<file path="src/rtl/gps_cfg_sequencer.sv">
`default_nettype none
// ============================================================================
// Module : gps_cfg_sequencer
// Brief  : Buffers configuration frames and commits them to gps_gen_core on
//          C/A code-epoch boundaries, flushing the core on PRN/phase changes.
// Rev    : 1.0  initial release
// ============================================================================
module gps_cfg_sequencer #(
    parameter int FLUSH_CYCLES  = 4,
    parameter int EPOCH_TIMEOUT = 20000
) (
    input  logic        clk_in,
    input  logic        rst_in_n,
    input  logic        cfg_valid_in,
    input  logic        cfg_enable_in,
    input  logic [4:0]  cfg_n_sat_in,
    input  logic        cfg_noise_off_in,
    input  logic        cfg_signal_off_in,
    input  logic [15:0] cfg_ca_phase_in,
    input  logic [7:0]  cfg_doppler_in,
    input  logic [7:0]  cfg_snr_in,
    input  logic        epoch_in,
    output logic        ena_out,
    output logic [4:0]  n_sat_out,
    output logic        noise_off_out,
    output logic        signal_off_out,
    output logic [15:0] ca_phase_out,
    output logic [7:0]  doppler_out,
    output logic [7:0]  snr_out,
    output logic        commit_out,
    output logic        busy_out
);

    localparam int c_tcnt_w = (EPOCH_TIMEOUT > 1) ? $clog2(EPOCH_TIMEOUT) : 1;
    localparam int c_fcnt_w = (FLUSH_CYCLES > 1) ? $clog2(FLUSH_CYCLES) : 1;
    localparam logic [c_tcnt_w-1:0] c_tcnt_last = c_tcnt_w'(EPOCH_TIMEOUT - 1);
    localparam logic [c_fcnt_w-1:0] c_fcnt_last = c_fcnt_w'(FLUSH_CYCLES - 1);

    typedef enum logic [1:0] {
        ST_OFF   = 2'd0,
        ST_RUN   = 2'd1,
        ST_WAIT  = 2'd2,
        ST_FLUSH = 2'd3
    } state_t;

    state_t                r_state;
    logic                  r_pending;
    logic                  r_buf_enable;
    logic [4:0]            r_buf_n_sat;
    logic                  r_buf_noise_off;
    logic                  r_buf_signal_off;
    logic [15:0]           r_buf_ca_phase;
    logic [7:0]            r_buf_doppler;
    logic [7:0]            r_buf_snr;
    logic [c_tcnt_w-1:0]   r_tcnt;
    logic [c_fcnt_w-1:0]   r_fcnt;

    state_t                w_next_state;
    logic                  w_apply;
    logic                  w_hard;
    logic                  w_epoch_due;
    logic                  w_next_pending;

    always_comb begin
        w_hard       = (r_buf_n_sat != n_sat_out) || (r_buf_ca_phase != ca_phase_out);
        w_epoch_due  = epoch_in || (r_tcnt == c_tcnt_last);
        w_apply      = 1'b0;
        w_next_state = r_state;
        case (r_state)
            ST_OFF: begin
                if (r_pending) begin
                    w_apply      = 1'b1;
                    w_next_state = r_buf_enable ? ST_FLUSH : ST_OFF;
                end
            end
            ST_RUN: begin
                if (r_pending) begin
                    if (!r_buf_enable) begin
                        w_apply      = 1'b1;
                        w_next_state = ST_OFF;
                    end else begin
                        w_next_state = ST_WAIT;
                    end
                end
            end
            ST_WAIT: begin
                // A disable request never waits for the epoch.
                if (!r_buf_enable) begin
                    w_apply      = 1'b1;
                    w_next_state = ST_OFF;
                end else if (w_epoch_due) begin
                    w_apply      = 1'b1;
                    w_next_state = w_hard ? ST_FLUSH : ST_RUN;
                end
            end
            ST_FLUSH: begin
                if (r_fcnt == c_fcnt_last) begin
                    w_next_state = ST_RUN;
                end
            end
            default: w_next_state = ST_OFF;
        endcase
        // A frame arriving on the commit edge survives as the next pending frame.
        w_next_pending = cfg_valid_in | (r_pending & ~w_apply);
    end

    always_ff @(posedge clk_in or negedge rst_in_n) begin
        if (!rst_in_n) begin
            r_state          <= ST_OFF;
            r_pending        <= 1'b0;
            r_buf_enable     <= 1'b0;
            r_buf_n_sat      <= '0;
            r_buf_noise_off  <= 1'b0;
            r_buf_signal_off <= 1'b0;
            r_buf_ca_phase   <= '0;
            r_buf_doppler    <= '0;
            r_buf_snr        <= '0;
            r_tcnt           <= '0;
            r_fcnt           <= '0;
            ena_out          <= 1'b0;
            n_sat_out        <= '0;
            noise_off_out    <= 1'b0;
            signal_off_out   <= 1'b0;
            ca_phase_out     <= '0;
            doppler_out      <= '0;
            snr_out          <= '0;
            commit_out       <= 1'b0;
            busy_out         <= 1'b0;
        end else begin
            r_state   <= w_next_state;
            r_pending <= w_next_pending;

            if (cfg_valid_in) begin
                r_buf_enable     <= cfg_enable_in;
                r_buf_n_sat      <= cfg_n_sat_in;
                r_buf_noise_off  <= cfg_noise_off_in;
                r_buf_signal_off <= cfg_signal_off_in;
                r_buf_ca_phase   <= cfg_ca_phase_in;
                r_buf_doppler    <= cfg_doppler_in;
                r_buf_snr        <= cfg_snr_in;
            end

            if (w_apply) begin
                n_sat_out      <= r_buf_n_sat;
                noise_off_out  <= r_buf_noise_off;
                signal_off_out <= r_buf_signal_off;
                ca_phase_out   <= r_buf_ca_phase;
                doppler_out    <= r_buf_doppler;
                snr_out        <= r_buf_snr;
            end
            commit_out <= w_apply;

            if (r_state == ST_WAIT) begin
                if (r_tcnt != {c_tcnt_w{1'b1}}) begin
                    r_tcnt <= r_tcnt + 1'b1;
                end
            end else begin
                r_tcnt <= '0;
            end

            if (r_state == ST_FLUSH) begin
                r_fcnt <= r_fcnt + 1'b1;
            end else begin
                r_fcnt <= '0;
            end

            ena_out  <= (w_next_state == ST_RUN) || (w_next_state == ST_WAIT);
            busy_out <= w_next_pending || (w_next_state == ST_FLUSH) || (w_next_state == ST_WAIT);
        end
    end

endmodule
`default_nettype wire

</file>
<file path="config.mk">
export PLATFORM = sky130hd
export DESIGN_NAME = gps_cfg_sequencer
export DESIGN_NICKNAME = d
export VERILOG_FILES = /design/src/rtl/gps_cfg_sequencer.sv
export SDC_FILE = /design/constraint.sdc
export NUM_CORES = 1
export LEC_CHECK = 0
export ABC_AREA = 0
export BUFFER_PORTS_ARGS = -buffer_cell sky130_fd_sc_hd__buf_2
export CAP_MARGIN = 20
export CORE_MARGIN = 5
export CORE_UTILIZATION = 50
export DETAILED_ROUTE_END_ITERATION = 6
export PLACE_DENSITY = 0.73
export SLEW_MARGIN = 15
export SYNTH_ARGS = -nofsm -noshare
export SYNTH_HDL_FRONTEND = slang
export SYNTH_SLANG_ARGS = --single-unit
</file>
<file path="constraint.sdc">
create_clock -name clk_in -period 3.29 [get_ports clk_in]
set_input_delay 0.329 -clock clk_in [delete_from_list [all_inputs] [get_ports clk_in]]
set_output_delay 0.329 -clock clk_in [all_outputs]
set_load 0.05 [all_outputs]
</file>
==> impl_metrics.yaml <==
status:
  outcome: "finished clean"
cells_and_area:
  fillers: 735
  final_nets: 458
  diodes: 0
  layout-area-overhead-vs-synth_pct: 16.1
  drive_gt1_share_pct: 44.3
global_route:
  grt_pass1_vias: 2841
  grt-ovfl-total: 0
  antenna_found_initial: 0
  grt_pass1_wl_um: 14200
  grt_usage_pct: 16.0
  grt_max_degree: 59
worst_setup_path:
  criticalPathCategory: "reg -> reg"
  cp_max_fo: 32
  crit_buf_inv: 1
  worstPathCellList: "ha_1 -> and4_1 -> a41oi_2 -> a31oi_4 -> buf_12 -> mux2_2"
  crit_arrival_ns: 2.54
  start_kind: "flop"
  crit_path_top_delay_cell: "a31oi_4"
  critPathCaptureType: "flop"
  r2r_cells: 6
  worstPathRequired_ns: 3.54
  slowest_delay_ns: 0.50
  cp_top_family: "compound AO/OA/AOI/OAI gates"
  cp.depth: 6
clock_network:
  cts.path.max_buffers: 2
  clock_sinks: 102
  clk_latency_ns: 0.37
  post_cts_buffers: 0
  cts_tree: "built"
  cts_buffers: 9
  post_cts_resized: 0
  clk_pin_slew_worst_paths_ns: 0.10
  htreeDepth: 3
  root_buffer: "clkbuf_8"
  postCtsHoldBufs: 0
yosys:
  synth.distinct_cells: 36
  synth_ff_type: "dfrtp_1"
  synth_fp_nets: 374
  seq_area_frac_synth_pct: 57.7
  ys_ff_latch: 102
  synth_cells: 326
  synth-warning-count: 0
  synth_edf_count: 0
  synthArstFlopShare_pct: 100
  yosysTopAreaCell: "dfrtp_1"
  synthesis.area_um2: 4430
  synthTopCellsByArea: "dfrtp_1 58%, mux2_2 19%, xnor2_1 4.2%"
  synth_top_area_share_pct: 57.7
  syn_avg_cell_area_um2: 13.6
placement:
  portBuffers: 85
  hpwlAfterDp_um: 5810
  place.gp.congestion: 0.787
  preCtsSetupSlack_ns: 1.04
die:
  die_x_um: 104
  fp.dieH_um: 104
  start_util_pct: 51.0
  pin_count: 86
  die_area_um2: 10800
  rows: 34
  core_area_um2: 8680
power:
  cellPowerDensity_nw_per_um2: 962
  p_leak_uw: 0.00229
  vdd_drop_max_v: 0.000571
sta:
  setup-violations-final: 0
  fmax_mhz: 437
  period_share_pct: 69.6
  rsz0062_at_grt: "false"
  drv_slew: 0
  tightest_slew_ns: 0.987
  setup_ws_ns: 1.00
  max_slew_margin_pct: 34.2
  finClkSkew_ns: 0.0109
  finalSetupTns_ns: 0
  fin_crit_ns: 2.29
  hold_viol: 0
detailed_routing:
  drt_iter0_drc: 84
  first_pass_iters: 4
  wl_per_cell_um: 15.9
  routed_via_density: 5.28
  drc: 0
  num_vias: 2764
  antenna_left: 0
  routed_wl_um: 8330
min_path:
  worstHoldPathType: "in -> async"
run:
  maxCapViolations: 0
==> routing by layer <==
metal	up-vias	GRT usage, %	wire length [um]
met4	0	3.89	84
met2	53	26.0	4150
met5	-	0	0
met3	7	4.90	395
met1	1385	21.1	3700
li1	1319	-	-
==> per-stage QoR <==
step	power, uW	utilization, %	cells	cell area, um^2	hold WS (ns)
after floorplan	3690	-	326	4430	0.0334
after global placement	4170	56.9	507	4940	0.419
after detailed placement	4220	56.9	507	4940	0.423
after CTS	5000	59.2	523	5140	0.0132
after global routing	5220	59.2	523	5140	0.0558
final	4940	59.2	523	5140	0.00607
==> final timing paths <==
kind	startpoint	slack [ns]	to
worst max-delay path	r_tcnt[0]$_DFFE_PN0P_	1.00	ca_phase_out[3]$_DFFE_PN0P_
worst min-delay path	rst_in_n	0.006	r_buf_doppler[4]$_DFFE_PN0P_
worst max register to register	r_tcnt[0]$_DFFE_PN0P_	1.00	ca_phase_out[3]$_DFFE_PN0P_
worst min register to register	r_fcnt[0]$_DFF_PN0_	0.45	r_fcnt[0]$_DFF_PN0_
max in group asynchronous	rst_in_n	2.47	r_tcnt[6]$_DFFE_PN0P_
min in group clk_in	cfg_ca_phase_in[10]	0.19	r_buf_ca_phase[10]$_DFFE_PN0P_
==> flip-flops by register name, summed over array words and instances, names as in the netlist, 2 cells and up <==
signal / flops
n_sat_out: 5
r_tcnt: 15
r_buf_doppler: 8
r_buf_ca_phase: 16
r_state: 2
ca_phase_out: 16
r_buf_snr: 8
doppler_out: 8
snr_out: 8
r_buf_n_sat: 5
r_fcnt: 2
==> placed cells by master, fill, tap and decap left out, types with 2 or more instances in the layout <==
master	instances
and2_1	3
clkinv_4	2
buf_2	84
nand2_1	18
nor2_1	5
o21ai_0	7
o22ai_1	2
nand4_1	5
dfrtp_1	102
a211oi_1	2
a2111o_1	2
mux2_1	4
mux2_2	76
a21oi_1	10
nor4_1	2
nand2b_1	8
nand3_1	4
a31oi_1	2
inv_6	2
xnor2_1	21
clkbuf_8	11
mux2i_1	8
inv_1	5
ha_1	4
and4_1	5
and3_1	4
buf_4	4
==> power by group <==
group	internal (uW)	total (uW)	leakage [uW]	switching (uW)
registers	1610	1870	0.00123	261
clock network	331	776	0.000103	445
logic	776	2300	0.000963	1520
==> kinds of logic (layout without fill, tap and decap cells) <==
group | after synthesis | count (layout) | synth area share (%)
AOI/OAI and AO/OA | 30 | 30 | 4.69
DFF | 102 | 102 | 57.7
xor gates and xnor gates | 22 | 22 | 4.35
buffers and inverters | 21 | 110 | 2.60
and+or+nand+nor | 59 | 59 | 7.41
muxes | 88 | 88 | 22.2
adders and majority gates | 4 | 4 | 1.13
==> synthesized netlist by cell type, types with 5 or more instances <==
cell type	number
a21oi_1	10
and4_1	5
buf_2	5
clkbuf_1	7
dfrtp_1	102
inv_1	5
mux2_2	76
mux2i_1	8
nand2_1	18
nand2b_1	8
nand4_1	5
nor2_1	5
o21ai_0	7
xnor2_1	21
==> layout make-up <==
class                      instances  area (um^2)  share of cell area [%]
sequential                       102         2550                    49.7
clock inverter                     5         51.3                   0.998
clock buffer                      11          151                    2.95
timing repair buffer              89          470                    9.16
inverter                           5         18.8                   0.365
multi-input combinational        203         1760                    34.2
tap                              108          135                    2.63
No activity file was read; power rests on OpenSTA's default activity.
